### src/rtl/fv_bank_streamer_if.sv
// Request, SRAM-read and Bank2RS signals of the feature-vector bank streamer.
// The slave modport is the streamer; the master is the environment around it.
interface fv_bank_streamer_if #(
  parameter int FV_SIZE     = 16,
  parameter int MAX_FV_NUM  = 16,
  parameter int MAX_NODE_ID = 256,
  parameter int BANK_DEPTH  = 1024
);
  localparam int NW = $clog2(MAX_NODE_ID);
  localparam int AW = $clog2(BANK_DEPTH);
  localparam int LW = $clog2(MAX_FV_NUM / 2) + 1;

  logic                   req_valid;
  logic                   req_ready;
  logic [NW-1:0]          req_node_id;
  logic [AW-1:0]          req_base_addr;
  logic [LW-1:0]          req_num_lines;
  logic                   RS_available;
  logic                   mem_rd_en;
  logic [AW-1:0]          mem_rd_addr;
  logic [2*FV_SIZE-1:0]   mem_rd_data;
  logic                   Bank2RS_sos;
  logic                   Bank2RS_eos;
  logic [2*FV_SIZE-1:0]   Bank2RS_FV_data;
  logic [NW-1:0]          Bank2RS_Node_id;
  logic                   busy;

  modport slave (
    input  req_valid, req_node_id, req_base_addr, req_num_lines, RS_available, mem_rd_data,
    output req_ready, mem_rd_en, mem_rd_addr, Bank2RS_sos, Bank2RS_eos, Bank2RS_FV_data,
           Bank2RS_Node_id, busy
  );

  modport master (
    output req_valid, req_node_id, req_base_addr, req_num_lines, RS_available, mem_rd_data,
    input  req_ready, mem_rd_en, mem_rd_addr, Bank2RS_sos, Bank2RS_eos, Bank2RS_FV_data,
           Bank2RS_Node_id, busy
  );
endinterface

### src/rtl/fv_bank_streamer.sv
// Reads one node's feature vector from an SRAM bank and streams it to Vertex RS
// as a bubble-free Bank2RS packet, two elements per beat, gated on RS_available.
module fv_bank_streamer #(
  parameter int FV_SIZE     = 16,
  parameter int MAX_FV_NUM  = 16,
  parameter int MAX_NODE_ID = 256,
  parameter int BANK_DEPTH  = 1024
) (
  input  logic              clk,
  input  logic              reset,
  fv_bank_streamer_if.slave bus
);
  localparam int NW = $clog2(MAX_NODE_ID);
  localparam int AW = $clog2(BANK_DEPTH);
  localparam int LW = $clog2(MAX_FV_NUM / 2) + 1;
  localparam logic [LW-1:0] MAX_LINES = LW'(MAX_FV_NUM / 2);
  localparam logic [LW-1:0] MIN_LINES = LW'(2);

  typedef enum logic [1:0] {IDLE, WAIT_RS, STREAM} state_e;

  state_e        state_q, state_d;
  logic [NW-1:0] node_q, node_d;
  logic [AW-1:0] base_q, base_d;
  logic [LW-1:0] len_q, len_d;
  logic [LW-1:0] k_q, k_d;
  logic          sos_q, sos_d;
  logic          eos_q, eos_d;
  logic          beat_q, beat_d;
  logic [NW-1:0] beat_node_q, beat_node_d;
  logic          rd_en;
  logic [AW-1:0] rd_addr;

  // NOTE: every always_comb output gets a default first so no path leaves it unassigned (no latch).
  always_comb begin
    state_d = state_q;
    node_d  = node_q;
    base_d  = base_q;
    len_d   = len_q;
    k_d     = k_q;
    rd_en   = 1'b0;
    rd_addr = '0;

    unique case (state_q)
      IDLE: begin
        if (bus.req_valid) begin
          node_d = bus.req_node_id;
          base_d = bus.req_base_addr;
          if (bus.req_num_lines < MIN_LINES)      len_d = MIN_LINES;
          else if (bus.req_num_lines > MAX_LINES) len_d = MAX_LINES;
          else                                    len_d = bus.req_num_lines;
          k_d     = '0;
          state_d = WAIT_RS;
        end
      end
      // Safe to read straight from RS_available: sos is registered, so no comb loop through RS.
      WAIT_RS: begin
        if (bus.RS_available) begin
          rd_en   = 1'b1;
          rd_addr = base_q;
          k_d     = LW'(1);
          state_d = STREAM;
        end
      end
      STREAM: begin
        if (k_q < len_q) begin
          rd_en   = 1'b1;
          rd_addr = base_q + AW'(k_q);
          k_d     = k_q + LW'(1);
        end else begin
          state_d = IDLE;
        end
      end
      default: state_d = IDLE;
    endcase

    // Beat flags describe the read issued this cycle; they appear with its data next cycle.
    beat_d      = rd_en;
    sos_d       = rd_en && (k_q == '0);
    eos_d       = rd_en && (k_q == len_q - LW'(1));
    beat_node_d = rd_en ? node_q : '0;
  end

  // NOTE: sequential state uses non-blocking assignments so all flops update together at the edge.
  always_ff @(posedge clk) begin
    if (reset) begin
      state_q     <= IDLE;
      node_q      <= '0;
      base_q      <= '0;
      len_q       <= '0;
      k_q         <= '0;
      sos_q       <= 1'b0;
      eos_q       <= 1'b0;
      beat_q      <= 1'b0;
      beat_node_q <= '0;
    end else begin
      state_q     <= state_d;
      node_q      <= node_d;
      base_q      <= base_d;
      len_q       <= len_d;
      k_q         <= k_d;
      sos_q       <= sos_d;
      eos_q       <= eos_d;
      beat_q      <= beat_d;
      beat_node_q <= beat_node_d;
    end
  end

  assign bus.req_ready       = (state_q == IDLE);
  assign bus.mem_rd_en       = rd_en;
  assign bus.mem_rd_addr     = rd_addr;
  assign bus.Bank2RS_sos     = sos_q;
  assign bus.Bank2RS_eos     = eos_q;
  assign bus.Bank2RS_Node_id = beat_node_q;
  assign bus.Bank2RS_FV_data = beat_q ? bus.mem_rd_data : '0;
  assign bus.busy            = (state_q != IDLE) | beat_q;
endmodule

### src/flat_wrapper.sv
// flat-port wrapper written by rule: the top's interface ports become plain ports
module fv_bank_streamer_flat 
#(
  parameter int FV_SIZE     = 16,
  parameter int MAX_FV_NUM  = 16,
  parameter int MAX_NODE_ID = 256,
  parameter int BANK_DEPTH  = 1024
)
  (clk, reset, bus_req_valid, bus_req_node_id, bus_req_base_addr, bus_req_num_lines, bus_RS_available, bus_mem_rd_data, bus_req_ready, bus_mem_rd_en, bus_mem_rd_addr, bus_Bank2RS_sos, bus_Bank2RS_eos, bus_Bank2RS_FV_data, bus_Bank2RS_Node_id, bus_busy);
  fv_bank_streamer_if #(.FV_SIZE(FV_SIZE), .MAX_FV_NUM(MAX_FV_NUM), .MAX_NODE_ID(MAX_NODE_ID), .BANK_DEPTH(BANK_DEPTH)) bus_i ();
  input  logic clk;
  input  logic reset;
  input wire logic [$bits(bus_i.req_valid)-1:0] bus_req_valid;
  input wire logic [$bits(bus_i.req_node_id)-1:0] bus_req_node_id;
  input wire logic [$bits(bus_i.req_base_addr)-1:0] bus_req_base_addr;
  input wire logic [$bits(bus_i.req_num_lines)-1:0] bus_req_num_lines;
  input wire logic [$bits(bus_i.RS_available)-1:0] bus_RS_available;
  input wire logic [$bits(bus_i.mem_rd_data)-1:0] bus_mem_rd_data;
  output wire logic [$bits(bus_i.req_ready)-1:0] bus_req_ready;
  output wire logic [$bits(bus_i.mem_rd_en)-1:0] bus_mem_rd_en;
  output wire logic [$bits(bus_i.mem_rd_addr)-1:0] bus_mem_rd_addr;
  output wire logic [$bits(bus_i.Bank2RS_sos)-1:0] bus_Bank2RS_sos;
  output wire logic [$bits(bus_i.Bank2RS_eos)-1:0] bus_Bank2RS_eos;
  output wire logic [$bits(bus_i.Bank2RS_FV_data)-1:0] bus_Bank2RS_FV_data;
  output wire logic [$bits(bus_i.Bank2RS_Node_id)-1:0] bus_Bank2RS_Node_id;
  output wire logic [$bits(bus_i.busy)-1:0] bus_busy;
  assign bus_i.req_valid = bus_req_valid;
  assign bus_i.req_node_id = bus_req_node_id;
  assign bus_i.req_base_addr = bus_req_base_addr;
  assign bus_i.req_num_lines = bus_req_num_lines;
  assign bus_i.RS_available = bus_RS_available;
  assign bus_i.mem_rd_data = bus_mem_rd_data;
  assign bus_req_ready = bus_i.req_ready;
  assign bus_mem_rd_en = bus_i.mem_rd_en;
  assign bus_mem_rd_addr = bus_i.mem_rd_addr;
  assign bus_Bank2RS_sos = bus_i.Bank2RS_sos;
  assign bus_Bank2RS_eos = bus_i.Bank2RS_eos;
  assign bus_Bank2RS_FV_data = bus_i.Bank2RS_FV_data;
  assign bus_Bank2RS_Node_id = bus_i.Bank2RS_Node_id;
  assign bus_busy = bus_i.busy;
  fv_bank_streamer #(.FV_SIZE(FV_SIZE), .MAX_FV_NUM(MAX_FV_NUM), .MAX_NODE_ID(MAX_NODE_ID), .BANK_DEPTH(BANK_DEPTH)) u_core (.clk(clk), .reset(reset), .bus(bus_i));
endmodule
### config.mk
export PLATFORM = sky130hd
export DESIGN_NAME = fv_bank_streamer_flat
export DESIGN_NICKNAME = d
export VERILOG_FILES = /design/src/rtl/fv_bank_streamer_if.sv /design/src/rtl/fv_bank_streamer.sv /design/src/flat_wrapper.sv
export SDC_FILE = /design/constraint.sdc
export NUM_CORES = 1
export LEC_CHECK = 0
export ABC_AREA = 1
export CORE_UTILIZATION = 48
export DETAILED_ROUTE_END_ITERATION = 10
export DONT_BUFFER_PORTS = 1
export GPL_TIMING_DRIVEN = 0
export PLACE_DENSITY = 0.65
export RECOVER_POWER = 100
export SKIP_LAST_GASP = 1
export SLEW_MARGIN = 0
export SYNTH_ARGS = -nofsm -noshare
export SYNTH_HDL_FRONTEND = slang
export SYNTH_SLANG_ARGS = --single-unit
### constraint.sdc
create_clock -name clk -period 2.2 [get_ports clk]
set_clock_uncertainty 0.15 [all_clocks]
set_input_delay 0.44 -clock clk [delete_from_list [all_inputs] [get_ports clk]]
set_output_delay 0.44 -clock clk [all_outputs]
set_load 0.05 [all_outputs]
==> flow_summary.json <==
{
  "vias": 2243,
  "crit_chain": "ha_4, inv_2, fa_2, inv_2, nand3_2, nand2_4, nand2_2, o21ai_2, nand2_2, a21oi_4",
  "n_fill_cell": 425,
  "p_leak_nw": 1.34,
  "worstSetupStartpointType": "flop",
  "netSwitchingFraction": 0.505,
  "synth-seq-area-share": 0.330,
  "yosysWarnings": 0,
  "dp_hpwl_um": 4220,
  "clock_latency_ns": 0.29,
  "setup_viol": 11,
  "slew_viol_final": 0,
  "rrSetupSlack_ns": 0.11,
  "seqCellArea_um2": 803,
  "multi_input_area_um2": 1500,
  "n_antenna_cell": 0,
  "synth-compound-area-share": 0.158,
  "netlist_instances": 361,
  "max_slew.worst_pin.slew_ns": 0.657,
  "outcome": "finished with violations",
  "clkSinkCount": 39,
  "clockBufferDepth": 2,
  "initial_utilization": 0.501,
  "wirelength_um": 6130,
  "synth_top_cell_area_share": 0.330,
  "pwr-share-comb": 0.578,
  "synthAdderAreaFrac": 0.0877,
  "dieArea_um2": 5220,
  "synth_top_area_cell": "dfxtp_1",
  "syn_to_final_growth_pct": 27.6,
  "cts_tree": "done",
  "synthTopCellsByArea": "dfxtp_1 33%, nand2_1 13%, inv_1 12%",
  "synthArstFlopShare": 0,
  "crit_required_ns": 1.61,
  "end_kind": "output pin",
  "port_buffers": 0,
  "synthFlopType": "dfxtp_1",
  "htree_levels": 2,
  "first_pass_iters": 4,
  "grt_remaining_overflow": 0,
  "internal_power_mw": 1.82,
  "root_buffer": "clkbuf_8",
  "drt_iter0_markers": 97,
  "tns_ns": -3.96,
  "yosys.area_share.simple": 0.264,
  "final_util": 0.639,
  "synthesis.nets": 435,
  "cp_slowest_stage_delay_ns": 0.42,
  "antenna_found_initial": 0,
  "synth-seq-cells": 39,
  "die_width_um": 72.2,
  "hold_depth": 1,
  "syn_area_um2": 2370,
  "drive_above_1_share": 0.267,
  "rsz0062_at_grt": "true",
  "synth_xor_area_frac": 0.0148,
  "cts_buffers": 5,
  "busiest_layer": "met2",
  "path_clk_slew_ns": 0.08,
  "reg2reg_to": "u_core.len_q[1]$_SDFFE_PP0P_",
  "synth_top_family_by_area": "simple AND/OR/NAND/NOR gates",
  "min_to": "u_core.len_q[1]$_SDFFE_PP0P_",
  "nNetsFinal": 459,
  "viasPerCell": 4.95,
  "holdCritStartpoint": "reset",
  "die_y_um": 72.2,
  "ys_types": 28,
  "synth.mux.area_fraction": 0,
  "use_met3": 0.0708,
  "postRouteAntennaNets": 0,
  "rows": 25,
  "first_global_vias": 1986,
  "max_slew_margin": 0.562,
  "gp_congestion": 0.796,
  "syn_avg_cell_area_um2": 6.56,
  "worstSetupPathType": "reg2out",
  "power_density_nw_per_um2": 1220,
  "reg2regPathDepth": 7,
  "grt_start_max_net_pins": 15,
  "p_seq_frac": 0.286,
  "post-route-cell-area_um2": 3020,
  "fin_crit_ns": 2.70,
  "setup_ws_ns": -0.502,
  "wl_per_cell_um": 13.5,
  "clkPwrFrac": 0.136,
  "synth_enable_flop_cells": 0,
  "hold_viol": 0,
  "arrival_ns": 2.11,
  "drc_errors": 0,
  "grt_usage": 0.231,
  "cp_slowest_cell": "fa_2",
  "ir_drop_uv": 623,
  "violations": "negative setup slack",
  "netSwitchingPower_mw": 1.85,
  "grt_use_met2": 0.388,
  "ios": 113,
  "holdBufCountCts": 0,
  "worstPathMaxFanout": 4,
  "core_area_um2": 4720,
  "globalRouteMet1Util": 0.273,
  "hold_path_class": "in2reg",
  "grt_pass1_wl_um": 9200,
  "maxCapViolCount": 0,
  "post_dp_cell_area_um2": 2620,
  "r2r_start": "u_core.state_q[0]$_SDFFE_PP0P_",
  "fmax_mhz": 370,
  "finalCritPeriodShare": 1.23
}
==> worst max-delay path: cells and delay by family, from the launching register on <==
family                   cells  cell delay [ns]
adder cells (fa/ha/maj)      2             0.55
AO/OA/AOI/OAI                2             0.45
flip-flops                   1             0.38
AND/OR/NAND/NOR              4             0.32
buffers and inverters        2             0.12
==> area by class of cell <==
class,instances,share of cell area
multi-input cells,233,0.496
flip-flops and latches,39,0.266
inverters,77,0.106
repair buffers,18,0.0551
well taps,67,0.0278
clock buffers,5,0.0228
plain buffers,11,0.0178
clock inverters,3,0.00828
==> worst max-delay path by stage <==
stage	endpoint	from	slack, ns	depth (start not counted)
after floorplan	bus_mem_rd_addr[6]	u_core.k_q[0]$_SDFFE_PP0P_	-0.06	10
after global placement	bus_mem_rd_addr[5]	u_core.state_q[0]$_SDFFE_PP0P_	-0.22	6
after detailed placement	bus_mem_rd_addr[5]	u_core.state_q[0]$_SDFFE_PP0P_	-0.24	6
after CTS	bus_mem_rd_addr[5]	u_core.len_q[3]$_SDFFE_PP0P_	-0.46	9
after global routing	bus_mem_rd_addr[6]	u_core.k_q[0]$_SDFFE_PP0P_	-0.58	10
final	bus_mem_rd_addr[6]	u_core.k_q[0]$_SDFFE_PP0P_	-0.50	10
==> sequential cells by signal (all words and copies together) (netlist names) <==
name / cells
u_core.base_q: 10
u_core.beat_q: 1
u_core.bus.Bank2RS_Node_id: 8
u_core.bus.Bank2RS_eos: 1
u_core.bus.Bank2RS_sos: 1
u_core.k_q: 4
u_core.len_q: 4
u_core.node_q: 8
u_core.state_q: 2
==> per-stage QoR <==
step / power (mW) / setup WS, ns / cells / hold slack, ns
floorplan: 2.55 / -0.0614 / 361 / 0.278
global placement: 2.85 / -0.224 / 428 / 0.282
detailed placement: 2.87 / -0.238 / 428 / 0.289
CTS: 3.48 / -0.457 / 447 / 0.0390
global route: 3.94 / -0.579 / 453 / 0.0270
finish: 3.67 / -0.502 / 453 / 0.0470
==> synth_stat cells (all sizes together), types with 2 or more instances <==
| cell | n |
|---|---|
| or2 | 2 |
| o21ai | 26 |
| o22ai | 2 |
| ha | 15 |
| nor2 | 35 |
| o211ai | 2 |
| a21oi | 34 |
| dfxtp | 39 |
| nand2 | 87 |
| inv | 76 |
| nand3 | 21 |
| buf | 3 |
| clkbuf | 9 |
| xnor2 | 3 |
==> power by group through the flow <==
stage | sequential, mW | combinational (mW) | clock, mW
after floorplan | 1.02 | 1.53 | 0
after global routing | 1.07 | 2.33 | 0.544
after detailed placement | 1.06 | 1.80 | 0
after global placement | 1.06 | 1.79 | 0
final | 1.05 | 2.12 | 0.501
after CTS | 1.04 | 1.93 | 0.510
==> what timing repair did <==
action                     4_1_cts  5_1_grt
cloned                           0        0
setup endpoints to repair       41       31
pin swaps                       10        8
setup buffers                   12        7
resized for setup               18       37
==> cell usage in the layout, fill, tap and decap left out, types with 2 or more instances in the layout <==
master and n:
a21oi_1 24, a21oi_4 9, buf_4 12, buf_6 6, clkbuf_1 6, clkbuf_2 4, clkbuf_8 5, clkinv_4 2
clkinvlp_4 9, dfxtp_1 29, dfxtp_2 6, dfxtp_4 4, ha_1 6, ha_4 8, inv_1 60, inv_2 8
nand2_1 74, nand2_2 10, nand2_4 3, nand3_1 16, nand3_2 2, nand3_4 3, nor2_1 31, nor2_2 3
o211ai_1 2, o21ai_0 24, o22ai_1 2, or2_2 2, xnor2_1 3
==> layer usage <==
layer | wire length [um] | up-vias | share of wire
met1 | 2580 | 997 | 0.42
met5 | 0 | - | 0
met2 | 3000 | 81 | 0.49
met4 | 68 | 0 | 0.011
li1 | - | 1158 | -
met3 | 481 | 7 | 0.079
==> cells by family after synthesis <==
logic type | count (synthesis)
AND/OR/NAND/NOR | 146
flip-flops | 39
AO/OA/AOI/OAI | 67
adder cells (fa/ha/maj) | 16
XOR/XNOR | 4
buffers and inverters | 89
No activity file was read; power rests on OpenSTA's default activity.
